==> config.mk <==
export PLATFORM = sky130hd
export DESIGN_NAME = rst_seq
export DESIGN_NICKNAME = d
export VERILOG_FILES = /design/src/rtl/rst_seq.sv
export SDC_FILE = /design/constraint.sdc
export NUM_CORES = 1
export LEC_CHECK = 0
export BUFFER_PORTS_ARGS = -buffer_cell sky130_fd_sc_hd__buf_2
export CAP_MARGIN = 25
export CORE_MARGIN = 2
export CORE_UTILIZATION = 56
export CTS_CLUSTER_DIAMETER = 120
export DETAILED_ROUTE_END_ITERATION = 6
export GPL_TIMING_DRIVEN = 0
export PLACE_DENSITY = 0.85
export SLEW_MARGIN = 40
export SYNTH_ARGS = -nofsm -noshare
export SYNTH_HDL_FRONTEND = slang
export SYNTH_SLANG_ARGS = --single-unit
==> constraint.sdc <==
create_clock -name clk -period 2.11 [get_ports clk]
set_input_delay 0.3165 -clock clk [delete_from_list [all_inputs] [get_ports clk]]
set_output_delay 0.3165 -clock clk [all_outputs]
set_load 0.02 [all_outputs]
==> src/rtl/rst_seq.sv <==
// Multi-channel reset sequencer: merges an external async request with a software request,
// holds for a minimum time, then releases per-channel resets in ascending order.
module rst_seq #(
   parameter int unsigned CH_NUM      = 4,
   parameter int unsigned SYNC_STAGES = 2,
   parameter int unsigned STRETCH     = 16,
   parameter int unsigned STAGGER     = 8
) (
   input  logic              clk,
   input  logic              rst,
   input  logic              ext_rstn,
   input  logic              sw_rst,
   output logic [CH_NUM-1:0] rst_out,
   output logic              done
);

   localparam int unsigned CntMax = (STRETCH > STAGGER) ? STRETCH : STAGGER;
   localparam int unsigned CntW   = $clog2(CntMax + 1);
   localparam int unsigned IdxW   = $clog2(CH_NUM + 1);

   localparam logic [CntW-1:0] StretchEnd = CntW'(STRETCH - 1);
   localparam logic [CntW-1:0] StaggerEnd = CntW'(STAGGER - 1);
   localparam logic [IdxW-1:0] LastIdx    = IdxW'(CH_NUM - 1);

   typedef enum logic [1:0] {
      StAssert,
      StHold,
      StRelease,
      StRun
   } state_e;

   state_e                  state_q, state_d;
   logic [SYNC_STAGES-1:0]  sync_q, sync_d;
   logic [CntW-1:0]         cnt_q, cnt_d;
   logic [IdxW-1:0]         idx_q, idx_d;
   logic [CH_NUM-1:0]       rst_out_q, rst_out_d;
   logic                    done_q, done_d;
   logic                    ext_sync;
   logic                    req;

   // Clearing the chain on rst makes the external request look asserted until it resynchronises.
   always_comb begin
      sync_d = {sync_q[SYNC_STAGES-2:0], ext_rstn};
   end

   assign ext_sync = sync_q[SYNC_STAGES-1];
   assign req      = ~ext_sync | sw_rst;

   always_ff @(posedge clk) begin
      if (rst) begin
         sync_q <= '0;
      end else begin
         sync_q <= sync_d;
      end
   end

   // State register
   always_ff @(posedge clk) begin
      if (rst) begin
         state_q <= StAssert;
      end else begin
         state_q <= state_d;
      end
   end

   // Next-state logic
   always_comb begin
      state_d = state_q;
      if (req) begin
         state_d = StAssert;
      end else begin
         unique case (state_q)
            StAssert: begin
               state_d = StHold;
            end
            StHold: begin
               if (cnt_q == StretchEnd) begin
                  state_d = (CH_NUM == 1) ? StRun : StRelease;
               end
            end
            StRelease: begin
               if ((cnt_q == StaggerEnd) && (idx_q == LastIdx)) begin
                  state_d = StRun;
               end
            end
            StRun: begin
               state_d = StRun;
            end
            default: begin
               state_d = StAssert;
            end
         endcase
      end
   end

   // Output and counter next values
   always_comb begin
      rst_out_d = rst_out_q;
      done_d    = done_q;
      cnt_d     = cnt_q;
      idx_d     = idx_q;
      if (req) begin
         rst_out_d = '1;
         done_d    = 1'b0;
         cnt_d     = '0;
         idx_d     = '0;
      end else begin
         unique case (state_q)
            StAssert: begin
               rst_out_d = '1;
               done_d    = 1'b0;
               cnt_d     = '0;
               idx_d     = '0;
            end
            StHold: begin
               if (cnt_q == StretchEnd) begin
                  rst_out_d[0] = 1'b0;
                  cnt_d        = '0;
                  idx_d        = IdxW'(1);
                  if (CH_NUM == 1) begin
                     done_d = 1'b1;
                  end
               end else begin
                  cnt_d = cnt_q + CntW'(1);
               end
            end
            StRelease: begin
               if (cnt_q == StaggerEnd) begin
                  for (int unsigned k = 0; k < CH_NUM; k++) begin
                     if (idx_q == IdxW'(k)) begin
                        rst_out_d[k] = 1'b0;
                     end
                  end
                  idx_d = idx_q + IdxW'(1);
                  cnt_d = '0;
                  if (idx_q == LastIdx) begin
                     done_d = 1'b1;
                  end
               end else begin
                  cnt_d = cnt_q + CntW'(1);
               end
            end
            StRun: begin
               cnt_d = cnt_q;
            end
            default: begin
               rst_out_d = '1;
               done_d    = 1'b0;
               cnt_d     = '0;
               idx_d     = '0;
            end
         endcase
      end
   end

   always_ff @(posedge clk) begin
      if (rst) begin
         rst_out_q <= '1;
         done_q    <= 1'b0;
         cnt_q     <= '0;
         idx_q     <= '0;
      end else begin
         rst_out_q <= rst_out_d;
         done_q    <= done_d;
         cnt_q     <= cnt_d;
         idx_q     <= idx_d;
      end
   end

   assign rst_out = rst_out_q;
   assign done    = done_q;

endmodule

**Yosys cells after proc, flatten, opt, wreduce, memory -nomap -nowiden**

Cells that the tools add are included.

- Add/sub/neg operators: 2
- Equality and inequality tests: 15
- Multiplexer cells: 20
- Bitwise operators: 2
- Reduce and logical (&&, ||, !) cells: 12

Operators with widths:

| kind | count |
|---|---|
| one-hot mux 5 bit (3 select lines) | 1 |
| != test 2 bit, second input constant | 7 |
| AND reduction 3 bit | 4 |
| 2-to-1 mux 5 bit | 2 |
| one-hot mux 3 bit (3 select lines) | 1 |
| one-hot mux 2 bit (4 select lines) | 1 |
| 2-to-1 mux 1 bit | 7 |
| == test 3 x 2 -> 1 bit, second input constant | 2 |
| 2-to-1 mux 3 bit | 2 |
| one-hot mux 3 bit (2 select lines) | 1 |
| adder 5 x 1 -> 5 bit, second input constant | 1 |
| == test 5 x 3 -> 1 bit, second input constant | 1 |
| == test 5 x 4 -> 1 bit, second input constant | 1 |
| == test 2 bit, second input constant | 2 |
| 2-to-1 mux 2 bit | 2 |
| 2-to-1 mux 4 bit | 1 |
| AND reduction 4 bit | 1 |
| adder 3 x 1 -> 3 bit, second input constant | 1 |
| == test 3 x 1 -> 1 bit, second input constant | 1 |
| logical NOT 3 bit | 1 |
| one-hot mux 1 bit (3 select lines) | 1 |
| nonzero test 3 bit | 1 |
| == test 2 x 1 -> 1 bit, second input constant | 1 |
| logical NOT 2 bit | 1 |
| 7 further kinds | 7 |

- Bits in registers: 17
- Input bits: 4
- Output and inout port bits: 5
- Logic and storage cells: 60

**Depth between registers and ports, before layout**

- Depth in word-level cells: 4
- Gate-level depth with buffers: 9
- Gate-level depth less buffers: 8

**Worst setup path before layout**

Ideal clock, no wire load.

- Kind: register to register
- From: reg cnt_q[0]
- To: reg rst_out_q[0], in the netlist rst_out[0]
- Library setup time: 0.131 ns
- Arrival time: 1.561 ns
- Data required time: 1.979 ns
- Setup slack: 0.418 ns
- Cell stages (with the launch flop): 10
- Path buffers: 1
- Clock period less this slack: 1.692 ns
- Cell sequence: dfxtp_1 > ha_1 > nand3_1 > inv_1 > ha_1 > nor2b_1 > buf_2 > a211oi_2 > and3_1 > o21ai_1

- Word-level cells in the longest chain between the ends: 3
- Elaborated cells on any way between the ends: 5
- Those cells by class: 4 x eq/ne; 1 x reduce/logical

RTL lines:

| element | line | text |
|---|---|---|
| from (decl) | 34 | `logic [CntW-1:0] cnt_q, cnt_d;` |
| from (signal assigned) | 165 | `cnt_q <= cnt_d;` |
| == test 5 x 3 -> 1 bit or == test 5 x 4 -> 1 bit (tied branches) | 128, 116 |  |
| != test 2 bit (no line) | -- |  |
| AND reduction 4 bit (no line) (*) | -- |  |
| to (signal assigned) | 163 | `rst_out_q <= rst_out_d;` |
| to (decl) | 36 | `logic [CH_NUM-1:0] rst_out_q, rst_out_d;` |

Mark *: on every way between the ends. The rest lies on a longest branch, timed or not.
A chain may end at the register's enable or synchronous reset.

**Final worst setup path**

Same ends and word-level chain as after synthesis.

==> impl_metrics.json <==
{
  "status": "finished clean",
  "portBuffers": 8,
  "fin_crit_sh": 0.917,
  "critPathKind": "register to register",
  "avgSynthCellArea_um2": 8.90,
  "rr_endpoint": "rst_out[0]",
  "nets": 140,
  "cts-root-buf": "clkbuf_4",
  "crit_family": "compound AO/OA/AOI/OAI gates",
  "syn_area_um2": 970,
  "fin_tns_setup_ns": 0,
  "holdPathEnd": "sync_q[1]",
  "synth_top_area_cell": "dfxtp_1",
  "postCtsSetupRepairBufs": 0,
  "crit_path_end_kind": "register",
  "cp_common_cell": "ha_1",
  "cts_resized": 0,
  "rr_startpoint": "cnt_q[0]",
  "fin_crit_ns": 1.94,
  "finalWeightedCongestion": 0.792,
  "drtIter0Drc": 5,
  "rsz0062_at_grt": "no",
  "worst_ep_arrival_time_ns": 2.13,
  "finalHoldViolCount": 0,
  "finalWorstSetupSlack_ns": 0.174,
  "cp_slowest_cell": "dfxtp_1",
  "synthCells": 109,
  "syn_nets": 127,
  "worstPathCellList": "ha_1, nand3_1, inv_1, ha_1, nor2b_1, buf_2, a211oi_2, and3_1, o21ai_1",
  "grt_pass1_vias": 742,
  "rows": 15,
  "hp-class": "primary input to register",
  "slowest_delay_ns": 0.38,
  "worst_slew_pin_slew_ns": 0.462,
  "setup_violations": 0,
  "synth.distinct_cells": 33,
  "cts.sinks": 17,
  "clk_pin_slew_ns": 0.11,
  "min_from": "rst",
  "final_common_cell": "dfxtp_1",
  "peakVddDrop_mv": 0.351,
  "wl_mm": 1.91,
  "grt.total_usage": 0.210,
  "fp.coreArea_um2": 1670,
  "die_w_um": 45.6,
  "cts_made_buffers": 3,
  "layout-drive-gt1-share": 0.149,
  "dp.cells": 134,
  "dieArea_um2": 2080,
  "ys.warnings.count": 0,
  "viasPerCell": 5.74,
  "timing.slew.headroom": 0.692,
  "ant_nets": 0,
  "preCtsSetupSlack_ns": 0.178,
  "hpwl_mm": 1.41,
  "post-route-drc-count": 0,
  "clock_skew_ns": 0.00313,
  "cp.buffers_inverters": 2,
  "hold_depth": 2,
  "startpoint_type": "register",
  "ys_seq_area_frac": 0.351,
  "grt_start_max_net_pins": 11,
  "ios": 9,
  "required_ns": 2.30,
  "fmax_mhz": 517,
  "grt_overflow": 0,
  "synth_top_area_share": 0.351,
  "start_util": 0.581,
  "powerDensity_nw_per_um2": 496,
  "areaGrowthSynthToFinish_pct": 9.16,
  "clk_path_buf_depth": 2,
  "grt_pass1_wl_mm": 3.08,
  "layout_common_cells": "17 x dfxtp_1, 14 x ha_1",
  "ys_ff_latch": 17,
  "cap_viol_max_count": 0,
  "insertedDiodeCount": 0,
  "clock_latency_ns": 0.31,
  "antenna_found_initial": 0,
  "cts_tree": "yes",
  "fin_cells": 138,
  "htreeDepth": 1,
  "hold_buffers": 0,
  "netlist_top_cells_area": "dfxtp_1 35%, ha_1 18%, a21oi_1 4.1%",
  "dieHeight_um": 45.6,
  "drv_slew": 0,
  "first_pass_iters": 4,
  "r2r_cells": 9,
  "worstPathMaxFanout": 8,
  "wl_per_cell_um": 13.8,
  "via_count": 792,
  "holdWs_ns": 0.216,
  "final_util": 0.634,
  "leakagePower_nw": 0.403,
  "rrSetupSlack_ns": 0.17
}
## report_power, final
| part | total (W) | internal (W) | leakage [nW] | switching (W) |
|---|---|---|---|---|
| clock | 0.000188 | 0.0000709 | 0.0177 | 0.000117 |
| combinational | 0.0000137 | 0.00000641 | 0.248 | 0.00000734 |
| sequential | 0.000324 | 0.000323 | 0.138 | 0.00000119 |
## worst max path at each step
stage,from,end,slack [ns],depth (start not counted)
after global routing,cnt_q[0],rst_out[0],0.02,9
after detailed placement,cnt_q[0],rst_out[0],0.18,9
after floorplan,cnt_q[0],rst_out[0],0.42,9
final,cnt_q[0],rst_out[0],0.17,9
after CTS,cnt_q[0],rst_out[0],0.16,9
after global placement,cnt_q[0],rst_out[0],0.25,9
## routing by layer
layer	vias to the layer above	wire length, µm	GRT usage
li1	404	-	-
met1	372	870	0.223
met2	12	962	0.377
met3	4	50	0.0476
met4	0	26	0.112
met5	-	0	0
## cell families (layout without fill, tap and decap cells)
family                   after synthesis  count (layout)  share of synthesized area
multiplexers                           1               1                     0.0103
flip-flops                            17              17                      0.351
AND/OR/NAND/NOR                       41              41                      0.243
buffers and inverters                 11              23                     0.0439
adder cells (fa/ha/maj)               14              14                      0.181
AO/OA/AOI/OAI                         25              25                      0.172
## metrics by stage
stage	power (W)	instance area [µm²]
6_report	0.000525	1060
5_1_grt	0.000540	1060
4_1_cts	0.000526	1060
3_5_place_dp	0.000345	1030
3_3_place_gp	0.000344	1030
2_1_floorplan	0.000339	970
## synthesized netlist by cell type
library cell  count
nor2b_1           4
nand4_1           1
a22oi_1           1
a21oi_1           8
buf_2             1
a21oi_2           1
or3b_2            1
a211oi_2          1
ha_1             14
a31oi_1           2
clkbuf_1          1
nand4bb_2         1
nor3_1            1
mux2i_1           1
nand2b_1          3
nand2_1           9
and4bb_4          1
o31ai_1           1
nor3b_1           2
o221ai_1          1
a21o_1            4
nand3_1           4
o21ai_0           3
inv_1             9
nand4b_1          1
and3_1            1
nor2_1            9
a2bb2oi_1         1
dfxtp_1          17
a32o_1            1
and3b_1           1
o21ai_1           1
or3_1             2
## final cells by class
type / count / area [µm²]
repair buffers: 8 / 40.0
fillers: 149 / 612
clock inverters: 1 / 5.00
flip-flops and latches: 17 / 340
clock buffers: 3 / 22.5
multi-input cells: 81 / 587
inverters: 9 / 33.8
plain buffers: 2 / 8.76
well taps: 17 / 21.3
## state kept, by name, indices dropped and copies added, names as in the netlist
signal	cells
state_q	2
rst_out	4
cnt_q	5
done	1
sync_q	2
idx_q	3
(Power assumes the default switching activity.)
